`src/rtl/keyboard_pkg.sv`:
```
// Shared definitions for the PS/2 keyboard receive path.
// Frame FSM encoding and PS/2 framing constants.
package keyboard_pkg;

    typedef enum logic [1:0] {
        ST_IDLE,
        ST_DATA,
        ST_PARITY,
        ST_STOP
    } kb_state_e;

    localparam int   PS2_DATA_BITS  = 8;
    localparam logic PS2_IDLE_LEVEL = 1'b1;

endpackage

```
`src/rtl/kb_fifo.sv`:
```
// First-word-fall-through scan-code FIFO.
// A push into a full FIFO succeeds only when a pop frees a slot in the same cycle.
module kb_fifo #(
    parameter int DEPTH = 8,
    parameter int WIDTH = 8
) (
    input  logic             clk,
    input  logic             rst,
    input  logic             push,
    input  logic             pop,
    input  logic [WIDTH-1:0] wdata,
    output logic [WIDTH-1:0] head,
    output logic             full,
    output logic             empty,
    output logic             accepted
);

    localparam int AW = $clog2(DEPTH);

    logic [AW:0]      wr_ptr;
    logic [AW:0]      rd_ptr;
    logic [WIDTH-1:0] mem [DEPTH];
    logic             do_pop;

    assign empty    = (wr_ptr == rd_ptr);
    assign full     = (wr_ptr[AW] != rd_ptr[AW]) &&
                      (wr_ptr[AW-1:0] == rd_ptr[AW-1:0]);
    assign do_pop   = pop & ~empty;
    assign accepted = push & (~full | do_pop);
    assign head     = empty ? '0 : mem[rd_ptr[AW-1:0]];

    always_ff @(posedge clk or posedge rst) begin
        if (rst) begin
            wr_ptr <= '0;
            rd_ptr <= '0;
        end else begin
            if (accepted) wr_ptr <= wr_ptr + (AW+1)'(1);
            if (do_pop)   rd_ptr <= rd_ptr + (AW+1)'(1);
        end
    end

    always_ff @(posedge clk) begin
        if (accepted) mem[wr_ptr[AW-1:0]] <= wdata;
    end

endmodule

```
`src/rtl/keyboard_rx_ctrl.sv`:
```
// PS/2 keyboard receiver in the system clock domain: sync, frame FSM,
// parity/stop checking, timeout abort, scan-code FIFO and sticky flags.
module keyboard_rx_ctrl
    import keyboard_pkg::*;
#(
    parameter int FIFO_DEPTH     = 8,
    parameter int TIMEOUT_CYCLES = 50000
) (
    input  logic       clk,
    input  logic       rst,
    input  logic       io_keyboard_kb_clk,
    input  logic       io_keyboard_kb_data,
    input  logic       io_ctrl_rd,
    input  logic       io_ctrl_clr,
    output logic [7:0] io_ctrl_data,
    output logic       io_ctrl_valid,
    output logic       io_ctrl_interrupt,
    output logic       io_ctrl_overflow,
    output logic       io_ctrl_frame_err
);

    localparam int TW = $clog2(TIMEOUT_CYCLES);
    localparam int BW = $clog2(PS2_DATA_BITS);

    kb_state_e state, state_nxt;

    logic          kc1, kc2, kc3;
    logic          kd1, kd2;
    logic          fall;
    logic [BW-1:0] bitcnt;
    logic [7:0]    shift;
    logic          par;
    logic [TW-1:0] tcnt;
    logic          timeout;
    logic          frame_ok;
    logic          push;
    logic          bad;
    logic          accepted;
    logic          fifo_full;
    logic          fifo_empty;

    always_ff @(posedge clk or posedge rst) begin
        if (rst) begin
            kc1 <= PS2_IDLE_LEVEL;
            kc2 <= PS2_IDLE_LEVEL;
            kc3 <= PS2_IDLE_LEVEL;
            kd1 <= PS2_IDLE_LEVEL;
            kd2 <= PS2_IDLE_LEVEL;
        end else begin
            kc1 <= io_keyboard_kb_clk;
            kc2 <= kc1;
            kc3 <= kc2;
            kd1 <= io_keyboard_kb_data;
            kd2 <= kd1;
        end
    end

    assign fall     = kc3 & ~kc2;
    // A falling edge in the same cycle keeps the frame alive.
    assign timeout  = (state != ST_IDLE) && !fall &&
                      (tcnt == TW'(TIMEOUT_CYCLES - 1));
    assign frame_ok = kd2 & (^shift ^ par);

    always_ff @(posedge clk or posedge rst) begin
        if (rst) state <= ST_IDLE;
        else     state <= state_nxt;
    end

    always_comb begin
        state_nxt = state;
        if (timeout) begin
            state_nxt = ST_IDLE;
        end else if (fall) begin
            unique case (state)
                ST_IDLE:   if (!kd2) state_nxt = ST_DATA;
                ST_DATA:   if (bitcnt == BW'(PS2_DATA_BITS - 1))
                               state_nxt = ST_PARITY;
                ST_PARITY: state_nxt = ST_STOP;
                ST_STOP:   state_nxt = ST_IDLE;
                default:   state_nxt = ST_IDLE;
            endcase
        end
    end

    always_comb begin
        push = 1'b0;
        bad  = 1'b0;
        if (state == ST_STOP && fall) begin
            push = frame_ok;
            bad  = ~frame_ok;
        end
    end

    always_ff @(posedge clk or posedge rst) begin
        if (rst) begin
            bitcnt <= '0;
            shift  <= '0;
            par    <= 1'b0;
            tcnt   <= '0;
        end else begin
            if (state == ST_IDLE || fall) tcnt <= '0;
            else                          tcnt <= tcnt + TW'(1);
            if (fall) begin
                unique case (state)
                    ST_IDLE:   bitcnt <= '0;
                    ST_DATA: begin
                        shift  <= {kd2, shift[7:1]};
                        bitcnt <= bitcnt + BW'(1);
                    end
                    ST_PARITY: par <= kd2;
                    default:   ;
                endcase
            end
        end
    end

    kb_fifo #(
        .DEPTH (FIFO_DEPTH),
        .WIDTH (8)
    ) u_fifo (
        .clk      (clk),
        .rst      (rst),
        .push     (push),
        .pop      (io_ctrl_rd),
        .wdata    (shift),
        .head     (io_ctrl_data),
        .full     (fifo_full),
        .empty    (fifo_empty),
        .accepted (accepted)
    );

    assign io_ctrl_valid = ~fifo_empty;

    // Set terms are checked after clr so a coincident event is not lost.
    always_ff @(posedge clk or posedge rst) begin
        if (rst) begin
            io_ctrl_interrupt <= 1'b0;
            io_ctrl_overflow  <= 1'b0;
            io_ctrl_frame_err <= 1'b0;
        end else begin
            io_ctrl_interrupt <= accepted;
            if (io_ctrl_clr)         io_ctrl_overflow  <= 1'b0;
            if (push && !accepted)   io_ctrl_overflow  <= 1'b1;
            if (io_ctrl_clr)         io_ctrl_frame_err <= 1'b0;
            if (bad)                 io_ctrl_frame_err <= 1'b1;
        end
    end

    logic unused;
    assign unused = fifo_full;

endmodule

```
`config.mk`:
```
export PLATFORM = sky130hd
export DESIGN_NAME = keyboard_rx_ctrl
export DESIGN_NICKNAME = d
export VERILOG_FILES = /design/src/rtl/keyboard_pkg.sv /design/src/rtl/kb_fifo.sv /design/src/rtl/keyboard_rx_ctrl.sv
export SDC_FILE = /design/constraint.sdc
export NUM_CORES = 1
export LEC_CHECK = 0
export CELL_PAD_IN_SITES_DETAIL_PLACEMENT = 2
export CELL_PAD_IN_SITES_GLOBAL_PLACEMENT = 2
export CORE_UTILIZATION = 44
export CTS_BUF_LIST = sky130_fd_sc_hd__clkbuf_4 sky130_fd_sc_hd__clkbuf_8
export CTS_CLUSTER_SIZE = 12
export DETAILED_ROUTE_END_ITERATION = 16
export PLACE_DENSITY_LB_ADDON = 0.1
export SLEW_MARGIN = 20
export SYNTH_ARGS = -nofsm -noshare
export SYNTH_HDL_FRONTEND = slang
export SYNTH_SLANG_ARGS = --single-unit
```
`constraint.sdc`:
```
create_clock -name clk -period 3.5 [get_ports clk]
set_clock_uncertainty 0.05 [all_clocks]
set_input_delay 1.05 -clock clk [delete_from_list [all_inputs] [get_ports clk]]
set_output_delay 1.05 -clock clk [all_outputs]
set_load 0.02 [all_outputs]
```
==> results of run 1 <==
layer usage:
| metal | vias to the layer above | global-route usage, % | routed length, um | share of wire [%] |
|---|---|---|---|---|
| li1 | 1161 | - | - | - |
| met3 | 13 | 2.932 | 216 | 2.1 |
| met2 | 32 | 36.33 | 5461 | 52 |
| met4 | 0 | 6.439 | 148 | 1.4 |
| met5 | - | 0 | 0 | 0 |
| met1 | 1346 | 26.74 | 4651 | 44 |
repair_timing:
item | in CTS | in global routing
setup buffers | 0 | 1
gates resized for setup | 3 | 4
endpoints found under the setup margin | 9 | 6
critical path, cell delays in order, from the launching register on:
cell             delay (ps)
dfrtp_1                 500
xnor2_1                 350
and4_2                  460
inv_1                   100
clkdlybuf4s50_1         540
metrics by stage:
step	area, um2	TNS, ps	setup WS, ps
global placement	5062	0	356.4
floorplan	4663	0	581.3
CTS	5251	0	33.61
detailed placement	5062	0	245.9
global route	5269	-1.125	-1.125
finish	5269	0	97.81
sequential cells by signal, summed over array words and instances, names as in the netlist:
signal / count
u_fifo.mem: 64
bitcnt: 3
par: 1
shift: 8
tcnt: 16
kc1: 1
u_fifo.wr_ptr: 4
u_fifo.rd_ptr: 4
kc2: 1
state: 2
io_ctrl_interrupt: 1
kd2: 1
io_ctrl_overflow: 1
kc3: 1
kd1: 1
io_ctrl_frame_err: 1
power by group through the flow:
stage	clock network, uW	logic (uW)	registers (uW)
floorplan	0	1030	1700
global placement	0	1400	1780
detailed placement	0	1450	1800
CTS	769	1470	1780
global route	806	1540	1800
finish	747	1430	1780
how the worst max path moves through the flow:
stage	from	to	slack, ps	cells after the start
after global placement	io_ctrl_rd	u_fifo.mem[1][1]	360	6
after global routing	u_fifo.rd_ptr[0]	io_ctrl_data[3]	-1	5
after detailed placement	io_ctrl_rd	u_fifo.mem[6][6]	250	6
final	u_fifo.wr_ptr[2]	io_ctrl_valid	100	4
after floorplan	io_ctrl_rd	u_fifo.mem[1][0]	580	4
after CTS	u_fifo.rd_ptr[0]	io_ctrl_data[4]	30	5
cell usage in the layout, fill, tap and decap left out, drive strengths merged:
cell	synthesis	layout
dlymetal6s2s	0	4
a41oi	1	1
buf	4	15
or2	1	1
clkdlybuf4s50	0	12
dfrtp	41	41
nand2b	1	1
and2	1	1
mux4	16	16
mux2i	8	8
mux2	11	11
o21ai	4	4
a32o	4	4
xnor3	1	1
bufinv	0	1
xor2	7	7
clkbuf	9	9
nand2	12	12
nor3	4	4
nand4	4	4
dlygate4sd2	0	1
o2bb2ai	1	1
dfstp	5	5
nand3	8	8
o32ai	1	1
or4b	1	1
and4	4	4
nor2	26	26
edfxtp	64	64
nor4	9	9
ha	10	10
nor2b	1	1
and3	2	2
a21oi	1	1
clkinv	0	5
xnor2	22	22
inv	15	16
or3	1	1
a21boi	1	1
final cells by class:
type | instances | share of cell area [%]
flip-flops and latches | 110 | 58.47
multi-input cells | 163 | 27.90
repair buffers | 32 | 5.771
well taps | 136 | 3.230
clock buffers | 9 | 2.351
clock inverters | 7 | 1.211
inverters | 15 | 1.069
cell families (layout without fill, tap and decap cells):
family          Yosys count  after routing
xor+xnor                 30             30
fa+ha+maj                10             10
flops                   110            110
simple gates             75             75
compound gates           13             13
mux                      35             35
buf+inv                  28             63
==> metrics, run 1 <==
status=complete, no violations; post-synthesis adder-cell area fraction=2.683%; Max Slew Vio Count=0; Ant. Diodes=0; largest net degree at the start of global routing=30; Rows=37; simple-gate share of the synthesized area=8.264%; remaining global-route overflow=0; final worst path period share=between 90 and 100%; Pre-antenna DRT Iters=4; kind of critical path=reg2out; Worst Path Max Fanout=10; Seq pwr share=~45%; NetSw=roughly 1400 uW; crit path time final=3402 ps; Synth Area per Inst=15.49 um2; detailed-placement wirelength estimate=7323 um; Required @ worst endpoint=about 2400 ps; Synth top area share=about 40%; Clock power frac=18.9%; GPL Wtd Cong=0.7276; pwr/cell area=between 700 and 800 nW/um2; multiplexer area fraction after synthesis=approximately an eighth; die width=between 100 and 150 um; largest family of logic cells by synthesized area=multiplexers; fillers=966; share of layout cells above drive strength 1=20.24%; switching part of the total power=34.55%; Comb pwr share=roughly 36%; #FFs+latches synth=110; internal cell power=2593 uW; initial antenna violation count=0; Synthesis Warnings=0; vias in the first global route=slightly below 3000; endpoints failing hold=0; Syn Nets=317; multi-input logic area=1470 um2; Area Overhead vs Synth=12.99%; Worst Hold Launch=kd1; via count=2552; reg2reg setup slack=730 ps; Core Footprint=10280 um2; async set-reset flop share out of synthesis=41.82%; area leader, netlist=edfxtp_1; nets@finish=347; worst-skew pair later-pin latency=370 ps; chip height=approximately 100 um; clk buf depth=2; Hold Path Sink=kd2; max_slew headroom=59.24%; Crit. End Element=output pin; total CTS buffers=9; hold slack=between 300 and 400 ps; Main synth FF type=edfxtp_1; final wirelength=10480 um; total clock sinks=110; initial DRC count=97; number of synthesized flops with an enable pin=64; Setup crit start kind=register; DRC=0; XOR/XNOR share of the synthesized area=under 10%; f_max=roughly 290 MHz; hold_buf cts=0; Worst Tran Pin Value=~610 ps; die footprint=11010 um2; FF-to-FF End=u_fifo.mem[6][7]; Ports=18; Seq/Total Area, Yosys=66.03%; CTS tree=built; Compound-Gate Fraction of Synth Area=under 10%; hold path cells=0; dpl cells=455; R2R depth=6; core utilization of the finished layout=slightly above 50%; count leader, synth=edfxtp_1; post-synth cell types=39; HP Class=reg2reg; flip-flop and latch area=3080 um2; CTS root buffer=clkbuf_8; Max-Cap Viols=0; DR WL/cell=about 22 um; first-pass GRT wire length=16660 um; initial core utilization=45.37%; Commonest cells post-synth=edfxtp_1 (64), dfrtp_1 (41), nor2_1 (26); post-synthesis instance area=approximately 4700 um2; Power Total=3961 uW; cell count after synthesis=301; htree depth=3; crit path DAT=2300 ps; I/O Buffers=17; total track usage=20.74%; vias per cell=5.407; ANT nets after route=0; Worst-path clk slew=~90 ps; RR Startpoint=shift[5]; Max rail drop VDD=314.9 uV; Leakage=0.002037 uW; # setup viols final=0; post-route insts no fill=472; Synth area leaders=edfxtp_1 (41%), dfrtp_1 (22%), mux4_2 (7.7%)
No activity file was read; power rests on OpenSTA's default activity.
==> inputs of run 2 (changes only) <==
--- a/config.mk
+++ b/config.mk
@@ -12,6 +12,7 @@
 export CTS_CLUSTER_SIZE = 12
 export DETAILED_ROUTE_END_ITERATION = 16
 export PLACE_DENSITY_LB_ADDON = 0.1
+export REMOVE_ABC_BUFFERS = 1
 export SLEW_MARGIN = 20
 export SYNTH_ARGS = -nofsm -noshare
 export SYNTH_HDL_FRONTEND = slang
==> constraint.sdc (replaced) <==
create_clock -name clk -period 3.5 [get_ports clk]
set_clock_uncertainty 0.05 [all_clocks]
set_input_delay 1.05 -clock clk [delete_from_list [all_inputs] [get_ports clk]]
set_output_delay 1.05 -clock clk [all_outputs]
set_load 0.01 [all_outputs]
==> run 2 against run 1 <==
Fmax grew 1.1%. Register-to-register slack gained 40 ps. Worst hold slack gained 1.4 ps. Die area is the same. Highest routed layer unchanged.
==> metrics, run 2 (same netlist as run 1, synthesis figures left out) <==
Comb pwr share=35.1% (was 36.2%); Setup crit start kind=register (unchanged); total track usage=21.70% (was 20.74%); Crit. End Element=output pin (unchanged); CTS root buffer=clkbuf_8 (unchanged); chip height=104.9 um (unchanged); hold_buf cts=0 (unchanged); vias in the first global route=2940 (was 2910); FF-to-FF End=u_fifo.mem[1][7] (was u_fifo.mem[6][7]); remaining global-route overflow=0 (unchanged); Seq pwr share=45.0% (was 44.9%); Placed Area=5055 um2 (was 5062 um2); kind of critical path=reg2out (unchanged); max_slew headroom=59.10% (was 59.24%); R2R depth=6 (unchanged); final wirelength=10930 um (was 10480 um); pwr/cell area=753.4 nW/um2 (was 751.8 nW/um2); HP Class=reg2reg (unchanged); reg2reg setup slack=770 ps (was 730 ps); initial antenna violation count=0 (unchanged); Leakage=0.001996 uW (was 0.002037 uW); Max-Cap Viols=0 (unchanged); vias per cell=5.504 (was 5.407); Ports=18 (unchanged); Area Overhead vs Synth=12.72% (was 12.99%); CTS tree=built (unchanged); dpl cells=454 (was 455); Ant. Diodes=0 (unchanged); Power Total=3960 uW (was 3961 uW); post-route insts no fill=470 (was 472); ANT nets after route=0 (unchanged); first-pass GRT wire length=17210 um (was 16660 um); CP endpoint=io_ctrl_valid (unchanged); final setup margin=134.4 ps (was 97.81 ps); largest net degree at the start of global routing=47 (was 30); nets@finish=345 (was 347); Worst Path Max Fanout=20 (was 10); NetSw=1304 uW (was 1369 uW); commonest non-fill, non-tap cells in the layout=edfxtp_1 (64), dfrtp_1 (41), nor2_1 (26) (was edfxtp_1 (64), dfrtp_1 (40), nor2_1 (26)); share of layout cells above drive strength 1=20.36% (was 20.24%); total CTS buffers=9 (unchanged); crit path time final=3366 ps (was 3402 ps); via count=2587 (was 2552); initial core utilization=45.37% (unchanged); Clock power frac=19.9% (was 18.9%); I/O Buffers=17 (unchanged); total clock sinks=110 (unchanged); Max rail drop VDD=328.3 uV (was 314.9 uV); Pre-antenna DRT Iters=4 (unchanged); commonest non-fill, non-tap cell in the layout=edfxtp_1 (unchanged); Sum Neg Setup Slack=0 ps (unchanged); Core Footprint=10280 um2 (unchanged); initial DRC count=84 (was 97); internal cell power=2656 uW (was 2593 uW); final worst path period share=96.16% (was 97.21%); cell area after layout=5256 um2 (was 5269 um2); htree depth=3 (unchanged); Worst Tran Pin Value=613.5 ps (was 610.6 ps); DRC=0 (unchanged); Setup WS pre-CTS=293.6 ps (was 245.9 ps); endpoints failing hold=0 (unchanged); # setup viols final=0 (unchanged); max reg flops=64 (unchanged); die width=104.9 um (unchanged); critical path startpoint=u_fifo.rd_ptr[0] (was u_fifo.wr_ptr[2]); GPL Wtd Cong=0.7306 (was 0.7276); worst-skew pair later-pin latency=360 ps (was 370 ps); Rows=37 (unchanged); Worst-path clk slew=100 ps (was 90 ps); RR Startpoint=shift[2] (was shift[5]); RSZ-0062 raised after global routing=no; switching part of the total power=32.94% (was 34.55%); detailed-placement wirelength estimate=7533 um (was 7323 um); Required @ worst endpoint=2400 ps (about the same); status=complete, no violations (unchanged); crit path DAT=2270 ps (was 2300 ps); die footprint=11010 um2 (unchanged); f_max=297.1 MHz (was 293.9 MHz); clk buf depth=2 (unchanged); Max Slew Vio Count=0 (unchanged); DR WL/cell=23.26 um (was 22.20 um)
-- run 2: stage by stage --
stage / hold slack, ps / utilization [%]
floorplan: 295.2 / -
global placement: 296.4 / 49.18
detailed placement: 298.1 / 49.18
CTS: 312.9 / 51.13
global route: 317.9 / 51.14
finish: 312.2 / 51.14
-- run 2: per-layer routing --
metal / share of wire, % / global-route usage (%) / vias to the layer above
li1: - / - / 1158
met2: 53 / 38.69 / 36
met3: 1.5 / 2.433 / 10
met1: 44 / 27.66 / 1383
met4: 1.2 / 7.042 / 0
met5: 0 / 0 / -
-- run 2: worst min-delay path by stage --
stage,from,to,slack [ps],cells after the start
floorplan,kc1,kc2,300,0
global placement,kd1,kd2,300,0
detailed placement,kd1,kd2,300,0
CTS,kd1,kd2,310,0
global route,kd1,kd2,320,0
finish,kd1,kd2,310,0
-- run 2: critical path, stage by stage (launching register included) --
cell and delay (ps):
dfrtp_1 420, buf_12 180, xnor2_1 300, and4_4 390, inv_1 90, clkdlybuf4s50_1 510
-- run 2: layout make-up --
class,instances,area (um2)
clock buffers,15,168.9
clock inverters,1,30.03
fillers,973,5021
inverters,15,56.30
multi-input cells,163,1471
flip-flops and latches,110,3079
well taps,136,170.2
repair buffers,30,280.3
-- run 2: power groups by stage --
stage	Combinational [uW]	Clock [uW]	Sequential, uW
detailed placement	1410	0	1810
floorplan	822	0	1810
global route	1520	848	1800
finish	1390	788	1780
global placement	1340	0	1780
CTS	1420	804	1780
-- run 2: repair_timing --
| item | CTS | global route |
|---|---|---|
| pin swaps | 0 | 0 |
| buffers inserted | 0 | 0 |
| gates cloned | 0 | 0 |
| endpoints found under the setup margin | 9 | 2 |
| gates resized for setup | 1 | 1 |
| hold endpoints to repair | 0 | 0 |
